`src/rtl/load_store_unit.sv`:
```
// ---------------------------------------------------------------------------
// load_store_unit
//
// Single-outstanding RV32I load/store unit sitting between a core and a
// word-organised data memory with a combinational read port and a
// synchronous write port. Sub-word stores are done as a read-modify-write.
//
// Ports
//   clk           single clock, all state changes on the rising edge
//   rst           asynchronous, active-low reset
//   req_valid     core presents an access this cycle
//   req_ready     unit is idle and will accept a request
//   req_we        1 = store, 0 = load
//   req_funct3    RV32I funct3 (LB/LH/LW/LBU/LHU, SB/SH/SW)
//   req_addr      byte address
//   req_wdata     store data, right-aligned
//   resp_valid    one-cycle pulse completing the accepted request
//   resp_rdata    extended load result (0 for stores and errors), held
//   resp_err      misaligned access or illegal funct3, qualified by resp_valid
//   rw_addr_mem   word address to data memory
//   w_data_mem    word written to data memory (0 when not writing)
//   r_ctrl_mem    memory read enable
//   w_ctrl_mem    memory write enable
//   r_data_mem    combinational read word from data memory
// ---------------------------------------------------------------------------
module load_store_unit #(
  parameter int register_count = 32,
  parameter int data_length    = 32   // only 32 is supported
) (
  input  logic                              clk,
  input  logic                              rst,
  input  logic                              req_valid,
  output logic                              req_ready,
  input  logic                              req_we,
  input  logic [2:0]                        req_funct3,
  input  logic [31:0]                       req_addr,
  input  logic [31:0]                       req_wdata,
  output logic                              resp_valid,
  output logic [31:0]                       resp_rdata,
  output logic                              resp_err,
  output logic [$clog2(register_count)-1:0] rw_addr_mem,
  output logic [data_length-1:0]            w_data_mem,
  output logic                              r_ctrl_mem,
  output logic                              w_ctrl_mem,
  input  logic [data_length-1:0]            r_data_mem
);

  localparam int AW = $clog2(register_count);

  typedef enum logic [2:0] {
    IDLE,
    LOAD,
    RMW_RD,
    WRITE,
    RESP
  } state_e;

  state_e                 state_q, state_d;
  logic                   accept;
  logic                   req_err;

  // Request fields captured at acceptance; the core may change its inputs
  // freely afterwards.
  logic [2:0]             funct3_q;
  logic [1:0]             off_q;
  logic [AW-1:0]          widx_q;
  logic [31:0]            wdata_q;

  logic [data_length-1:0] merge_q;
  logic [31:0]            rdata_q;
  logic                   err_q;

  logic [31:0]            lane;
  logic [31:0]            load_word;
  logic [data_length-1:0] store_word;

  // Address bits above the word index wrap modulo the memory size.
  logic                   unused_addr_bits;
  assign unused_addr_bits = ^{req_addr[31:AW+2]};

  assign req_ready = (state_q == IDLE);
  assign accept    = req_valid && req_ready;

  // Misalignment / illegal-encoding check on the live request, used only in
  // the accepting cycle to pick the next state.
  // NOTE: every variable written in an always_comb gets a default first, so
  // no path through the case statements can leave it unassigned and infer a
  // latch.
  always_comb begin
    req_err = 1'b1;
    if (req_we) begin
      case (req_funct3)
        3'd0:    req_err = 1'b0;              // SB
        3'd1:    req_err = req_addr[0];       // SH
        3'd2:    req_err = |req_addr[1:0];    // SW
        default: req_err = 1'b1;
      endcase
    end else begin
      case (req_funct3)
        3'd0, 3'd4: req_err = 1'b0;           // LB, LBU
        3'd1, 3'd5: req_err = req_addr[0];    // LH, LHU
        3'd2:       req_err = |req_addr[1:0]; // LW
        default:    req_err = 1'b1;
      endcase
    end
  end

  always_comb begin
    state_d = state_q;
    case (state_q)
      IDLE: begin
        if (accept) begin
          if (req_err)                 state_d = RESP;
          else if (!req_we)            state_d = LOAD;
          else if (req_funct3 == 3'd2) state_d = WRITE;
          else                         state_d = RMW_RD;
        end
      end
      LOAD:    state_d = RESP;
      RMW_RD:  state_d = WRITE;
      WRITE:   state_d = RESP;
      RESP:    state_d = IDLE;
      default: state_d = IDLE;
    endcase
  end

  // Select the addressed byte/halfword and extend it.
  always_comb begin
    lane      = r_data_mem >> {off_q, 3'b000};
    load_word = r_data_mem;
    case (funct3_q)
      3'd0:    load_word = {{24{lane[7]}},  lane[7:0]};   // LB
      3'd1:    load_word = {{16{lane[15]}}, lane[15:0]};  // LH
      3'd4:    load_word = {24'd0, lane[7:0]};            // LBU
      3'd5:    load_word = {16'd0, lane[15:0]};           // LHU
      default: load_word = r_data_mem;                    // LW
    endcase
  end

  // Replace one lane of the previously read word; SW bypasses the merge.
  always_comb begin
    store_word = merge_q;
    case (funct3_q)
      3'd0:    store_word[{off_q, 3'b000} +: 8]      = wdata_q[7:0];
      3'd1:    store_word[{off_q[1], 4'b0000} +: 16] = wdata_q[15:0];
      default: store_word = wdata_q;
    endcase
  end

  // Memory strobes decode from the registered state only, so an async reset
  // drops them immediately and suppresses a pending write.
  assign r_ctrl_mem  = (state_q == LOAD) || (state_q == RMW_RD);
  assign w_ctrl_mem  = (state_q == WRITE);
  assign w_data_mem  = w_ctrl_mem ? store_word : '0;
  assign rw_addr_mem = widx_q;
  assign resp_valid  = (state_q == RESP);
  assign resp_rdata  = rdata_q;
  assign resp_err    = err_q;

  // NOTE: sequential state uses non-blocking assignments so every register
  // samples the pre-edge values, independent of statement order.
  always_ff @(posedge clk or negedge rst) begin
    if (!rst) begin
      state_q  <= IDLE;
      funct3_q <= '0;
      off_q    <= '0;
      widx_q   <= '0;
      wdata_q  <= '0;
      merge_q  <= '0;
      rdata_q  <= '0;
      err_q    <= 1'b0;
    end else begin
      state_q <= state_d;

      if (accept) begin
        funct3_q <= req_funct3;
        off_q    <= req_addr[1:0];
        widx_q   <= req_addr[AW+1:2];
        wdata_q  <= req_wdata;
      end

      if (state_q == RMW_RD) begin
        merge_q <= r_data_mem;
      end

      // The response registers change only on the edge that enters RESP,
      // so the previous result stays visible while a request is in flight.
      if (accept && req_err) begin
        rdata_q <= '0;
        err_q   <= 1'b1;
      end else if (state_q == LOAD) begin
        rdata_q <= load_word;
        err_q   <= 1'b0;
      end else if (state_q == WRITE) begin
        rdata_q <= '0;
        err_q   <= 1'b0;
      end
    end
  end

endmodule

```
`config.mk`:
```
export PLATFORM = sky130hd
export DESIGN_NAME = load_store_unit
export DESIGN_NICKNAME = d
export VERILOG_FILES = /design/src/rtl/load_store_unit.sv
export SDC_FILE = /design/constraint.sdc
export NUM_CORES = 1
export LEC_CHECK = 0
export ABC_CLOCK_PERIOD_IN_PS = 2400
export CORE_MARGIN = 2
export CORE_UTILIZATION = 58
export CTS_CLUSTER_SIZE = 16
export DETAILED_ROUTE_END_ITERATION = 10
export DONT_BUFFER_PORTS = 1
export GPL_ROUTABILITY_DRIVEN = 0
export GPL_TIMING_DRIVEN = 0
export HOLD_SLACK_MARGIN = 0.03
export PLACE_DENSITY = 0.77
export SKIP_LAST_GASP = 1
export SYNTH_ARGS = -nofsm -noshare
export SYNTH_HDL_FRONTEND = slang
export SYNTH_SLANG_ARGS = --single-unit
```
`constraint.sdc`:
```
create_clock -name clk -period 2.4 [get_ports clk]
set_input_delay 0.48 -clock clk [delete_from_list [all_inputs] [get_ports clk]]
set_output_delay 0.48 -clock clk [all_outputs]
set_load 0.02 [all_outputs]
```
* After elaboration in Yosys (flattened, before gate mapping)
Index checks and enable logic that the tools add are counted.
** Word-level totals
- Register bits after elaboration :: 110
** Operators by class
- $add $sub $neg :: 2
- Eq/ne operators :: 12
- Shift operators :: 5
- Mux-type cells :: 19
- Reductions and logical operators :: 11
** Operator list (count)
- 32-bit two-way mux :: 4
- 32-bit case mux with 4 select lines :: 1
- 32-bit bitwise mux :: 2
- 32-bit case mux with 2 select lines :: 1
- 16-bit by 7-bit variable shift with 32-bit output (first input constant) :: 1
- 8-bit by 7-bit variable shift with 32-bit output (first input constant) :: 1
- 16-bit by 7-bit variable part select with 32-bit output :: 1
- 8-bit by 7-bit variable part select with 32-bit output :: 1
- 32-bit by 5-bit right shift with 16-bit output :: 1
- 3-bit == test (second input constant) :: 5
- 5-bit negator with 7-bit output :: 2
- 3-bit by 1-bit == test with 1-bit output (second input constant) :: 3
- 3-bit by 2-bit == test with 1-bit output (second input constant) :: 3
- 3-bit zero test :: 3
- 3-bit case mux with 3 select lines :: 1
- 2-bit OR reduction :: 4
- 3-bit two-way mux :: 2
- 1-bit case mux with 3 select lines :: 2
- 1-bit two-way mux :: 5
- 3-bit nonzero test :: 1
- 1-bit logical AND :: 2
- 2-bit two-way mux :: 1
- 2-bit by 1-bit != test with 1-bit output (second input constant) :: 1
- 1-bit logical OR :: 1

* Depth between registers and ports, before layout
- Word-level depth :: 7
- Mapped depth :: 9

* Worst setup path after synthesis
Ideal clock, no wire load.
- Path kind :: reg2out
- From :: register off_q[1]
- To :: output w_data_mem[28]
- Arrival time :: 2343 ps
- Path slack :: -423 ps
- Stages on the path, launching flop included :: 10
- Path buffers :: 3
- Path through :: dfrtp_1 -> buf_4 -> buf_6 -> clkinv_1 -> ha_1 -> nor4bb_1 -> buf_2 -> a221oi_1 -> a211o_1 -> a21oi_1
** On the way
- Word-level cells in the longest chain between the ends :: 5
- Elaborated cells between the ends (all ways) :: 10
** Ends and longest elaborated chain
- from (decl) :: line 65 : logic [1:0] off_q;
- from (signal assigned) :: line 177 : off_q <= req_addr[1:0];
- 5-bit negator with 7-bit output, on equally long branches :: line 145, 144
- 16-bit by 7-bit variable part select with 32-bit output (tied with other cells) :: line 145 : 3'd1: store_word[{off_q[1], 4'b0000} +: 16] = wdata_q[15:0];
- 32-bit bitwise mux, on equally long branches :: line 145, 144
- 32-bit case mux with 2 select lines * :: line 143 : case (funct3_q)
- 32-bit two-way mux * :: line 154 : assign w_data_mem = w_ctrl_mem ? store_word : '0;
- to (decl) :: line 42 : output logic [data_length-1:0] w_data_mem,
Mark *: on every way between the ends. The rest lies on a longest branch, timed or not.

* Worst setup path in the final report
- From :: register off_q[1]
- To :: output w_data_mem[20]
The elaborated chain is that of the path after synthesis.

==> impl_results.md <==
- Clk_lat worst skew: 360 ps
- Routed vias: 4678
- Vias in the first global route: 4643
- Hold Path Class: in -> async
- Failing checks: negative hold slack, negative setup slack
- Outcome: complete, but fails checks
- Hold Fails Final Rpt: 110
- Mapped Area: 0.00580 mm^2
- Row count: 36
- Nets: 652
- Gate Count Post-Synth: 516
- Die Span Y: 104 um
- Fill cells: 697
- Most frequent cell after synthesis: dfrtp_1
- GRT Total Usage: 0.308
- Clock skew: 8.77 ps
- Fin crit share: 1.22
- Sequential cell area fraction in the yosys report: 0.474
- Top post-synthesis cells by area: dfrtp_1 (47%), mux2_2 (15%), mux2i_1 (3.5%), a22oi_1 (3.2%), a211o_1 (2.6%)
- Net count after synthesis: 624
- DR pass1 iterations: 6
- Critical path capture point type: output port
- Vias per Instance: 6.86
- First-pass GRT wire length: 26000 um
- Placed insts: 649
- Dpl ws: -279 ps
- Crit path max-delay cell type: dfrtp_1
- Final WL: 16700 um
- Mean post-synth cell area: 11.2 um^2
- Die W: 104 um
- Share of cells above drive strength 1: 0.375
- Clk buf depth: 2
- Clock sinks: 110
- Leak: 2.76 nW
- Final core utilization: 0.694
- Syn. warnings: 0
- Port bufs: 0
- Final setup vio count: 32
- Rel. slew slack: 0.563
- Core area: 0.00973 mm^2
- Share of the synthesized area in the top cell type: 0.474
- CP peak stage delay: 390 ps
- Setup slack after layout: -534 ps
- CTS tree: done
- Min Hold Slack: -198 ps
- Die footprint: 0.0108 mm^2
- Largest net degree at the start of global routing: 111
- HPWL Detailed: 12100 um
- Min cycle time layout: 2930 ps
- Synth top cells by count: dfrtp_1 (110), mux2_2 (75), nand2_1 (39)
- Ys flop type: dfrtp_1
- Crit Path Category: reg -> out
- DRT iter0 DRCs: 491
- CTS root buf: clkbuf_8
- Critical Path RT: 1920 ps
- Worst EP arrival: 2450 ps
- Pins over their slew limit: 0
- Routed Antenna Nets: 0
- Number of synthesized flops with an enable pin: 0
- Initial antenna violation count: 0
- RSZ-0062 raised after global routing: yes
- Clock transition at path regs: 100 ps
- Crit path cell chain: buf_6, buf_12, clkinv_8, ha_4, nor4bb_2, buf_4, a221oi_1, a211o_1, a21oi_4
- WL/cell: 24.4 um
- Worst-Margin Slew: 655 ps
- Drt drc: 0
- #FFs+latches synth: 110
- Grt total ovfl: 0
- Total CTS buffers: 9
- Final Non-Filler Cells: 682
- CTS H-tree depth: 3
- Starting Density: 0.596
- Biggest area consumer among synthesized cells: dfrtp_1
- Antenna Diode Count: 0
- Top-Level Pins: 177
- Worst setup SP type: flip-flop
- P&R area growth vs syn: 16.5%
- Worst-path maximum fanout: 8
- Pwr/cell area: 1450 mW/mm^2
- Max-capacitance violation count: 0
- Maximum VDD drop: 0.747 mV
- Netlist cell types: 51
- Ys async rst share: 1.00
- Max Clock Freq: 0.341 GHz
- TNS Setup: -13730 ps
==> flip-flops by register name, indices dropped and copies added (netlist names) <==
| register | flops |
|---|---|
| state_q | 3 |
| resp_rdata | 32 |
| wdata_q | 32 |
| merge_q | 32 |
| funct3_q | 3 |
| off_q | 2 |
| resp_err | 1 |
| rw_addr_mem | 5 |
==> where the power goes <==
| group | switching (mW) | internal (mW) | total, mW |
|---|---|---|---|
| registers | 0.937 | 2.65 | 3.59 |
| clock network | 0.615 | 0.467 | 1.08 |
| logic | 2.75 | 2.37 | 5.12 |
| total | 4.30 | 5.49 | 9.79 |
==> per-layer routing <==
layer / vias to the layer above / global-route usage / part of all wire
met1: 2350 / 0.395 / 0.39
met3: 40 / 0.0890 / 0.097
met4: 0 / 0.0994 / 0.025
met2: 278 / 0.505 / 0.49
met5: - / 0 / 0
li1: 2010 / - / -
==> stage by stage <==
| step | power [mW] | cell area (um^2) |
|---|---|---|
| 6_report | 9.79 | 6760 |
| 5_1_grt | 10.3 | 6760 |
| 4_1_cts | 9.53 | 6690 |
| 3_5_place_dp | 7.89 | 6190 |
| 3_3_place_gp | 7.68 | 6190 |
| 2_1_floorplan | 6.84 | 6020 |
==> path summary, 6_finish.rpt <==
path	start	endpoint	slack, ps	cells past startpoint
min	rst	resp_rdata[6]$_DFFE_PN0P_	-200	0
min reg2reg	wdata_q[26]$_DFFE_PN0P_	wdata_q[26]$_DFFE_PN0P_	510	1
max	off_q[1]$_DFFE_PN0P_	w_data_mem[20]	-530	9
min in group clk	req_funct3[1]	funct3_q[1]$_DFFE_PN0P_	230	2
max reg2reg	off_q[1]$_DFFE_PN0P_	resp_rdata[29]$_DFFE_PN0P_	290	7
max in group asynchronous	rst	wdata_q[20]$_DFFE_PN0P_	2400	0
==> layout by cell type (no fill, tap or decap), types with 14 or more instances in the layout <==
master    synthesis  routed
o21ai_0          26      26
a211o_1          17      16
buf_4             6      22
a22oi_1          25      17
mux2i_1          20      20
mux2_2           75      75
dfrtp_1         110     109
nor2_2            0      15
inv_1            15      15
nand2_1          39      38
a221oi_1         17      14
a21oi_4           0      16
==> critical path, delay by kind of cell (launching register included) <==
kind,cells,cell delay [ps]
buf+inv,4,520
compound gates,3,610
simple gates,1,270
flops,1,390
fa+ha+maj,1,290
==> logic make-up after synthesis <==
group | synth area share
fa+ha+maj | 0.0108
buf+inv | 0.0507
flops | 0.474
simple gates | 0.0791
compound gates | 0.203
mux | 0.182
==> repair_timing <==
action / in CTS / in global routing
pin swaps: 34 / 19
endpoints found under the hold margin: 110 / 110
gates resized for setup: 53 / 9
endpoints found under the setup margin: 34 / 34
setup buffers: 14 / 4
==> cell type report <==
class | instances | area [um^2] | area share
plain buffers | 41 | 265 | 0.0393
clock buffers | 14 | 173 | 0.0256
clock inverters | 2 | 16.3 | 0.00241
inverters | 17 | 88.8 | 0.0131
multi-input cells | 347 | 3140 | 0.465
flip-flops and latches | 110 | 2750 | 0.408
well taps | 133 | 166 | 0.0246
repair buffers | 18 | 151 | 0.0224
Note: power is estimated with default switching activity, not from simulation.
